### config.mk
export PLATFORM = sky130hd
export DESIGN_NAME = input_event_unit
export DESIGN_NICKNAME = d
export VERILOG_FILES = /design/src/rtl/io_pkg.sv /design/src/rtl/debounce_ch.sv /design/src/rtl/input_event_unit.sv
export SDC_FILE = /design/constraint.sdc
export NUM_CORES = 1
export LEC_CHECK = 0
export ABC_AREA = 1
export CAP_MARGIN = 15
export CORE_MARGIN = 2
export CORE_UTILIZATION = 40
export DETAILED_ROUTE_END_ITERATION = 10
export DONT_BUFFER_PORTS = 1
export SLEW_MARGIN = 15
export SYNTH_ARGS = -nofsm -noshare
export SYNTH_HDL_FRONTEND = slang
export SYNTH_SLANG_ARGS = --single-unit
### constraint.sdc
create_clock -name clk -period 1.98 [get_ports clk]
set_input_delay 0.396 -clock clk [delete_from_list [all_inputs] [get_ports clk]]
set_output_delay 0.396 -clock clk [all_outputs]
set_load 0.1 [all_outputs]
### src/rtl/io_pkg.sv
// rtl/io_pkg.sv - shared register selects, data width and parameter legality check for the I/O blocks
package io_pkg;

  localparam logic REG_LEVEL = 1'b0;
  localparam logic REG_EVENT = 1'b1;
  localparam int   IO_DATA_W = 16;

  function automatic bit params_ok(input int num_buttons, input int num_switches,
                                   input int db_cycles, input int repeat_delay,
                                   input int repeat_period);
    return (num_buttons + num_switches <= IO_DATA_W) && (db_cycles >= 1) &&
           ((repeat_delay == 0) || (repeat_period >= 1));
  endfunction

endpackage

### src/rtl/debounce_ch.sv
// rtl/debounce_ch.sv - counter debounce for one synchronised button, with a one-cycle rise pulse
module debounce_ch #(
  parameter int DB_CYCLES = 65536
) (
  input  logic clk,
  input  logic rst,
  input  logic in_sync,
  output logic db_out,
  output logic rise
);

  localparam int            CW   = $clog2(DB_CYCLES + 1);
  localparam logic [CW-1:0] LAST = CW'(DB_CYCLES - 1);

  logic [CW-1:0] cnt;

  // rise is registered alongside db_out, so it is high during the first cycle db_out reads 1
  always_ff @(posedge clk) begin
    if (rst) begin
      db_out <= 1'b0;
      rise   <= 1'b0;
      cnt    <= '0;
    end else begin
      rise <= 1'b0;
      if (in_sync == db_out) begin
        cnt <= '0;
      end else if (cnt == LAST) begin
        db_out <= ~db_out;
        rise   <= ~db_out;
        cnt    <= '0;
      end else begin
        cnt <= cnt + CW'(1);
      end
    end
  end

endmodule

### src/rtl/input_event_unit.sv
// rtl/input_event_unit.sv - front-panel buttons/switches: sync, debounce, sticky events, hold-repeat, irq
module input_event_unit
  import io_pkg::*;
#(
  parameter int NUM_BUTTONS   = 5,
  parameter int NUM_SWITCHES  = 6,
  parameter int DB_CYCLES     = 65536,
  parameter int REPEAT_DELAY  = 0,
  parameter int REPEAT_PERIOD = 0
) (
  input  logic                    clk,
  input  logic                    rst,
  input  logic [NUM_BUTTONS-1:0]  buttons_raw,
  input  logic [NUM_SWITCHES-1:0] switches_raw,
  input  logic                    rd_en,
  input  logic                    rd_sel,
  output logic [IO_DATA_W-1:0]    data_out,
  output logic                    irq
);

  localparam int NCH = NUM_BUTTONS + NUM_SWITCHES;

  if (!params_ok(NUM_BUTTONS, NUM_SWITCHES, DB_CYCLES, REPEAT_DELAY, REPEAT_PERIOD)) begin : g_bad_params
    $error("input_event_unit: illegal parameter combination");
  end

  logic [NUM_BUTTONS-1:0]  btn_s1, btn_s2, db, rise, tick;
  logic [NUM_SWITCHES-1:0] sw_s1, sw_s2, sw_prev;
  logic [IO_DATA_W-1:0]    level, ev_set, ev_clr, flags, flags_next;

  // sw_prev restarts at 0 so switches already on at reset report one power-up event
  always_ff @(posedge clk) begin
    if (rst) begin
      btn_s1  <= '0;
      btn_s2  <= '0;
      sw_s1   <= '0;
      sw_s2   <= '0;
      sw_prev <= '0;
    end else begin
      btn_s1  <= buttons_raw;
      btn_s2  <= btn_s1;
      sw_s1   <= switches_raw;
      sw_s2   <= sw_s1;
      sw_prev <= sw_s2;
    end
  end

  for (genvar i = 0; i < NUM_BUTTONS; i++) begin : g_db
    debounce_ch #(.DB_CYCLES(DB_CYCLES)) u_db (
      .clk    (clk),
      .rst    (rst),
      .in_sync(btn_s2[i]),
      .db_out (db[i]),
      .rise   (rise[i])
    );
  end

  if (REPEAT_DELAY > 0) begin : g_rep
    localparam int            RMAX = (REPEAT_DELAY > REPEAT_PERIOD) ? REPEAT_DELAY : REPEAT_PERIOD;
    localparam int            RW   = $clog2(RMAX + 1);
    localparam logic [RW-1:0] DLY  = RW'(REPEAT_DELAY);
    localparam logic [RW-1:0] PER  = RW'(REPEAT_PERIOD);

    for (genvar i = 0; i < NUM_BUTTONS; i++) begin : g_ch
      logic [RW-1:0] hold;
      logic          rpt;

      // hold counts cycles since the rise; after the first tick it restarts on the period target
      assign tick[i] = db[i] && (hold == (rpt ? PER : DLY));

      always_ff @(posedge clk) begin
        if (rst || !db[i]) begin
          hold <= '0;
          rpt  <= 1'b0;
        end else if (tick[i]) begin
          hold <= RW'(1);
          rpt  <= 1'b1;
        end else begin
          hold <= hold + RW'(1);
        end
      end
    end
  end else begin : g_no_rep
    assign tick = '0;
  end

  always_comb begin
    level  = '0;
    ev_set = '0;
    for (int i = 0; i < NUM_BUTTONS; i++) begin
      level[i]  = db[i];
      ev_set[i] = rise[i] | tick[i];
    end
    for (int j = 0; j < NUM_SWITCHES; j++) begin
      level[NCH-1-j]  = sw_s2[j];
      ev_set[NCH-1-j] = sw_s2[j] ^ sw_prev[j];
    end
    ev_clr     = (rd_en && (rd_sel == REG_EVENT)) ? flags : '0;
    flags_next = (flags & ~ev_clr) | ev_set;
  end

  always_ff @(posedge clk) begin
    if (rst) begin
      flags    <= '0;
      irq      <= 1'b0;
      data_out <= '0;
    end else begin
      flags <= flags_next;
      irq   <= |flags;
      if (rd_en) begin
        data_out <= (rd_sel == REG_EVENT) ? flags : level;
      end
    end
  end

endmodule

* Word-level counts from Yosys, hierarchy flattened
Cells that the tools add are included.
Cells by class: add/subtract/negate cells 5, equal/unequal tests 10, muxes and demuxes 2, bitwise operators 24, reduce and logical (&&, ||, !) cells 17
Operators with widths (number):
- adder 17 x 1 -> 17 bit, second input constant | 5
- equality test 17 x 16 -> 1 bit, second input constant | 5
- two-way mux 16 bit | 2
- OR reduction 3 bit | 10
- bitwise AND 16 bit | 1
- inverter 16 bit | 1
- bitwise OR 16 x 11 -> 16 bit | 1
- OR reduction 16 bit | 1
- inverter 1 bit | 15
- AND reduction 2 bit | 5
- XOR 1 bit | 6
- equality test 1 bit | 5
- logical AND 1 bit | 1
Storage, ports and cells: register bits after elaboration 156, input bits 15, word-level logic and storage cells 81

* Logic depth before layout (Yosys ltp)
Gate-level depths: netlist of the first run.
depth in word-level cells 5, depth in mapped cells 13, mapped depth without buffers 13

* Hierarchy
A second synthesis of the first run with hierarchy kept.
Second synthesis, totals: cell total of the unflattened synthesis 926, area total of the unflattened synthesis 6915.4 um^2
Modules (own cells, without submodules):
- debounce_ch (g_db[0].u_db ...) | instances 4, cells an instance 131, area each 945.9 um^2
- input_event_unit | instances 1, cells an instance 271, area each 2205.9 um^2
- debounce_ch (g_db[3].u_db) | instances 1, cells an instance 131, area each 925.9 um^2

* Least setup slack after synthesis of the first run
Ideal clock, no wire load.
path type reg2reg, from reg g_db[0].u_db.cnt[0], to reg g_db[0].u_db.cnt[5], library setup time 0.117 ns, data arrival time 1.584 ns, required time 1.863 ns, path slack 0.279 ns, cell stages (with the launch flop) 13, buffers on the path 1, clock period less this slack 1.701 ns, path through dfxtp_1 > ha_1 > nand3_2 > inv_2 > nand2_1 > nor2_1 > nand2_1 > nor2_1 > ha_1 > inv_1 > nand4_2 > buf_2 > nor2_1
Between the ends: longest elaborated chain between the ends 2, elaborated cells between the ends (all ways) 3, classes of those cells 1 x add/sub; 1 x eq/ne; 1 x reduce/logical
RTL lines:
- start, declared | line debounce_ch.sv:15 | logic [CW-1:0] cnt;
- start signal, assigned | line debounce_ch.sv:32 | cnt <= cnt + CW'(1);
- branches (longest 2 deep; another with adder 17 x 1 -> 17 bit)
Parallel ways; which one is timed is not known. A chain may end at the register's enable or synchronous reset.

* Final worst setup path of the first run
from reg g_db[0].u_db.cnt[0], to reg g_db[0].u_db.cnt[6]
Same word-level chain as after synthesis.

==> impl_results.md, run 1 <==
* CP dominant cell by count: nor2_1
* Routed Antenna Nets at 0
* Initial Utilization at 40.6%
* TritonCTS Buffers at 17
* GRT Total Usage at 15.1%
* Gpl congestion at 0.806
* Final #Nets at 983
* Netlist cell types at 33
* Hold Vio Cnt, Final at 0
* Buf/Inv on CP at 3
* Hold_ws at 0.0349 ns
* Clock-pin slew on the worst setup and hold paths at 0.06 ns
* Worst slew pin tran at 0.575 ns
* CP max stage delay at 0.35 ns
* FP Rows at 47
* Hold buffers post-CTS at 0
* Slew margin rel. at 61.6%
* Worst vdd ir at 0.661 mV
* Cell types occupying the most area after synthesis: dfxtp_1, nand2_1, nor2_1
* Commonest non-fill, non-tap cells in the layout: nand2_1, nor2_1, dfxtp_1
* Leakage power total at 2.99 nW
* First-pass GRT wire length at 21.9 mm
* Number of remaining DRC errors at 0
* Global-route congestion overflow total at 0
* Clk root buf: clkbuf_16
* Die W at 133 µm
* Max Slew Vio Count at 0
* Most common cell after layout, fill and taps aside: nand2_1
* Worst EP required at 2.30 ns
* Worst-skew pair later-pin latency at 0.42 ns
* H-tree depth at 4
* Fin Clk Skew at 0.00799 ns
* Fin area at 7750 µm²
* Top-area cell type share of the netlist area at 46.7%
* Starting DRT DRC Count at 225
* Min Clock Period, post-route at 1.78 ns
* CTS sink count at 156
* Worst setup EP type: flop
* Crit-path cells: ha_2, nand3_2, inv_2, nand2_1, nor2_1, nand2_1, nor2_1, ha_1, inv_1, nand4_4, buf_4, nor2_1
* Vias per cell at 4.54
* Final Cycle Share at 89.7%
* Antenna violations before repair at 0
* Die height at 133 µm
* Worst-case clock buffer depth at 2
* Max Cap Viol at 0
* Sequential share of the synthesized area at 46.7%
* Final setup viols at 0
* Syn avg cell area at 7.20 µm²
* Pwr dens at 875 nW/µm²
* Crit path max fanout at 4
* YS warnings at 0
* Peak Freq at 0.563 GHz
* Core outline area at 16500 µm²
* CP Data Arrival Time at 2.09 ns
* Mapped Cells at 930
* Crit-path slowest cell: dfxtp_2
* Yosys reg bits at 156
* Status: finished, final reports clean
* Wirelength, routed at 12.5 mm
* Pin count of the biggest net entering global routing at 56
* Vias in the first global route at 4865
* Routed WL per cell at 10.5 µm
* I/O Buffers at 0
* Crit-path leading delay family: simple AND/OR/NAND/NOR gates
* Synthesized area at 6690 µm²
* Synth-to-Final Area Change at 15.8%
* Vias at 5413
* Startpoint types: flop
* DR pass1 iterations at 4
* Area leader, netlist: dfxtp_1
* Layout cells sized above 1 at 11.8%
* Total nets after synthesis at 955
* DP Area at 7060 µm²
* Hold Path Class: input port to flop
* # diodes at 0
* Crit Path Class: flop to flop
* Hpwl dp at 8.76 mm
* Die ar. at 17800 µm²
* Num ports at 32
* CTS tree: done
-- cells by family (layout without fill, tap and decap cells) --
logic type,count (synthesis),after routing,synth area share [%]
compound gates,93,93,8.43
xor+xnor,14,14,1.83
fa+ha+maj,10,10,1.87
buf+inv,169,210,9.80
flops,156,156,46.7
simple gates,488,488,31.4
-- metal layers --
| metal | vias up | track usage (%) | routed length [µm] |
|---|---|---|---|
| met2 | 51 | 23.8 | 5410 |
| met5 | - | 0 | 0 |
| li1 | 2930 | - | - |
| met3 | 15 | 4.49 | 388 |
| met1 | 2417 | 20.1 | 6530 |
| met4 | 0 | 4.79 | 187 |
-- where the power goes --
group | leakage [nW] | internal, mW | switching [mW]
Combinational | 1.43 | 0.0739 | 0.219
Clock | 0.293 | 1.97 | 1.31
Sequential | 1.27 | 3.19 | 0.0224
-- repair_timing --
item | in CTS | in global routing
endpoints found under the setup margin | 0 | 48
gates resized for setup | 0 | 17
setup buffers | 0 | 3
-- synthesized netlist by cell type, drive strengths merged --
| cell type | instances |
|---|---|
| nand2 | 210 |
| nor2 | 188 |
| dfxtp | 156 |
| inv | 150 |
| a21oi | 42 |
| nand3 | 36 |
| nand4 | 17 |
| o211ai | 17 |
| or2 | 17 |
| o21bai | 16 |
| o21ai | 13 |
| buf | 11 |
| nor3 | 11 |
| ha | 10 |
| clkbuf | 8 |
| xor2 | 8 |
| xnor2 | 6 |
| o31ai | 5 |
| nor2b | 4 |
| nor3b | 3 |
| and3 | 1 |
| nand3b | 1 |
-- path summary, 6_finish.rpt --
check | from | endpoint | slack (ns) | depth (start not counted)
setup / recovery | g_db[0].u_db.cnt[0]$_SDFF_PP0_ | g_db[0].u_db.cnt[6]$_SDFF_PP0_ | 0.20 | 12
hold / removal | rst | btn_s1[0]$_SDFF_PP0_ | 0.03 | 1
setup reg to reg | g_db[0].u_db.cnt[0]$_SDFF_PP0_ | g_db[0].u_db.cnt[6]$_SDFF_PP0_ | 0.20 | 12
hold reg to reg | btn_s1[3]$_SDFF_PP0_ | btn_s2[3]$_SDFF_PP0_ | 0.40 | 2
-- state kept, by name, indices dropped and copies added, names as in the netlist --
register / flops
btn_s1: 5
btn_s2: 5
data_out: 16
flags: 16
g_db.u_db.cnt: 85
g_db.u_db.db_out: 5
g_db.u_db.rise: 5
irq: 1
sw_prev: 6
sw_s1: 6
sw_s2: 6
-- stage by stage --
| step | TNS [ns] | power, mW | std cells | utilization (%) | worst slack, ns |
|---|---|---|---|---|---|
| finish | 0 | 6.78 | 1191 | 47.1 | 0.203 |
| detailed placement | 0 | 3.57 | 1156 | 42.9 | 0.120 |
| global route | -0.00134 | 7.02 | 1191 | 47.1 | -0.00134 |
| CTS | 0 | 6.85 | 1188 | 46.6 | 0.100 |
| floorplan | 0 | 3.53 | 930 | - | 0.279 |
| global placement | 0 | 3.57 | 1156 | 42.9 | 0.145 |
-- layout make-up --
type / instances / area [µm²]
clock inverters: 12 / 138
multi-input cells: 605 / 2960
flip-flops and latches: 156 / 3130
fillers: 1650 / 8720
clock buffers: 20 / 467
inverters: 150 / 566
repair buffers: 28 / 218
well taps: 220 / 275
(Power assumes the default switching activity.)
==> run 2: changes to the inputs <==
--- a/config.mk
+++ b/config.mk
@@ -6,11 +6,14 @@
 export NUM_CORES = 1
 export LEC_CHECK = 0
 export ABC_AREA = 1
+export ABC_CLOCK_PERIOD_IN_PS = 1980
 export CAP_MARGIN = 15
+export CORE_ASPECT_RATIO = 0.75
 export CORE_MARGIN = 2
 export CORE_UTILIZATION = 40
 export DETAILED_ROUTE_END_ITERATION = 10
 export DONT_BUFFER_PORTS = 1
+export SKIP_LAST_GASP = 1
 export SLEW_MARGIN = 15
 export SYNTH_ARGS = -nofsm -noshare
 export SYNTH_HDL_FRONTEND = slang
==> impl_results.md, run 2 (synthesis gave the netlist of run 1 again) <==
* Global-route congestion overflow total at 0
* Clk root buf: clkbuf_16
* Regs by FF count: g_db.u_db.cnt (85), data_out (16), flags (16)
* CP Data Arrival Time at 2.13 ns
* Synth-to-Final Area Change at 16.0%
* # placed instances at 1147
* Worst setup EP type: flop
* Antenna violations before repair at 0
* Fillers at 1608
* Crit path max fanout at 6
* Worst slew pin tran at 0.587 ns
* Initial Utilization at 41.3%
* Hold buffers post-CTS at 0
* R2r startpoint: g_db[3].u_db.cnt[1]$_SDFF_PP0_
* Most flops, register: g_db.u_db.cnt
* Hold_ws at 0.0406 ns
* Num ports at 32
* I/O Buffers at 0
* Leakage power total at 3.01 nW
* Hold Vio Cnt, Final at 0
* Crit Path Class: flop to flop
* # diodes at 0
* Register area at 3130 µm²
* First-pass GRT wire length at 22.8 mm
* Clock-pin slew on the worst setup and hold paths at 0.06 ns
* Vias at 5365
* Worst slack, placed at 0.109 ns
* Pwr dens at 886 nW/µm²
* Final #Nets at 985
* GRT Total Usage at 15.6%
* Min-delay src: rst
* Most common cell after layout, fill and taps aside: nand2_1
* Gpl congestion at 0.814
* Starting DRT DRC Count at 252
* DP Area at 7060 µm²
* Core outline area at 16200 µm²
* RSZ-0062 raised after global routing: yes
* Max Slew Vio Count at 0
* FP Rows at 40
* Worst vdd ir at 0.471 mV
* Hpwl dp at 8.95 mm
* CP dominant cell by count: nor2_1
* Finished Core Util at 47.9%
* Post-Layout Cell Count at 1181
* Vias in the first global route at 4898
* Setup ws final at 0.154 ns
* CP startpoint: g_db[3].u_db.cnt[1]$_SDFF_PP0_
* Startpoint types: flop
* Status: finished, final reports clean
* CTS sink count at 156
* Die W at 153 µm
* Vias per cell at 4.54
* Pin count of the biggest net entering global routing at 56
* Multi-input logic area at 2950 µm²
* Number of remaining DRC errors at 0
* CP max stage delay at 0.34 ns
* Final Cycle Share at 92.2%
* Die ar. at 17800 µm²
* Routed Antenna Nets at 0
* Slew margin rel. at 60.8%
* Number of flip-flops in the largest register at 85
* Layout cells sized above 1 at 11.8%
* Min Clock Period, post-route at 1.83 ns
* DR pass1 iterations at 5
* Hold Path Class: input port to flop
* Routed WL per cell at 11.0 µm
* Crit-path cells: ha_2, nand2_2, nor2_4, nand2_2, nor2_1, nand2_1, nor2_1, ha_2, inv_1, nand4_4, inv_4, o21ai_0, nor2_1
* Peak Freq at 0.548 GHz
* CTS tree: done
* Worst-skew pair later-pin latency at 0.42 ns
* H-tree depth at 4
* Crit-path slowest cell: dfxtp_2
* Fin area at 7760 µm²
* Commonest non-fill, non-tap cells in the layout: nand2_1, nor2_1, dfxtp_1
* TritonCTS Buffers at 17
* Final setup viols at 0
* Max Cap Viol at 0
* Die height at 116 µm
* Wirelength, routed at 13.0 mm
* Worst-case clock buffer depth at 2
* Worst EP required at 2.28 ns
* Fin Clk Skew at 0.00795 ns
-- run 2: path summary, 6_finish.rpt --
check | endpoint | slack [ns] | cells after the start
worst min register to register | sw_s2[1]$_SDFF_PP0_ | 0.40 | 2
worst max register to register | g_db[3].u_db.cnt[10]$_SDFF_PP0_ | 0.15 | 13
worst min-delay path | sw_s1[0]$_SDFF_PP0_ | 0.04 | 1
worst max-delay path | g_db[3].u_db.cnt[10]$_SDFF_PP0_ | 0.15 | 13
-- run 2: layer usage --
layer / vias to the layer above / GRT usage [%] / share of wire [%]
met5: - / 0 / 0
met4: 0 / 4.53 / 0.85
met3: 7 / 4.60 / 4.2
met2: 75 / 23.1 / 39
met1: 2353 / 22.3 / 56
li1: 2930 / - / -
-- run 2: critical path, delay by kind of cell, from the launching register on --
| kind | cells | cell delay [ns] |
|---|---|---|
| AOI/OAI and AO/OA | 1 | 0.07 |
| buffers and inverters | 2 | 0.13 |
| adders and majority gates | 2 | 0.36 |
| and+or+nand+nor | 8 | 0.80 |
| DFF | 1 | 0.34 |
-- run 2: final cells by class --
class	instances	share of cell area [%]
Clock inverter	11	2.08
Tap cell	210	3.39
Inverter	150	7.32
Timing Repair Buffer	30	3.05
Multi-Input combinational cell	605	38.0
Clock buffer	19	5.84
Sequential cell	156	40.3
-- run 2: timing repair --
action	CTS	global route
setup endpoints to repair	0	43
resized for setup	0	20
setup buffers	0	2
-- run 2: where the power goes --
| group | internal [mW] | leakage [nW] | switching (mW) |
|---|---|---|---|
| clock | 2.06 | 0.298 | 1.31 |
| combinational | 0.0792 | 1.44 | 0.221 |
| sequential | 3.19 | 1.27 | 0.0225 |
-- run 2: per-stage QoR --
| step | power, mW | TNS (ns) |
|---|---|---|
| after detailed placement | 3.57 | 0 |
| after floorplan | 3.53 | 0 |
| after global routing | 7.13 | -0.0257 |
| after global placement | 3.57 | 0 |
| final | 6.88 | 0 |
| after CTS | 6.96 | 0 |
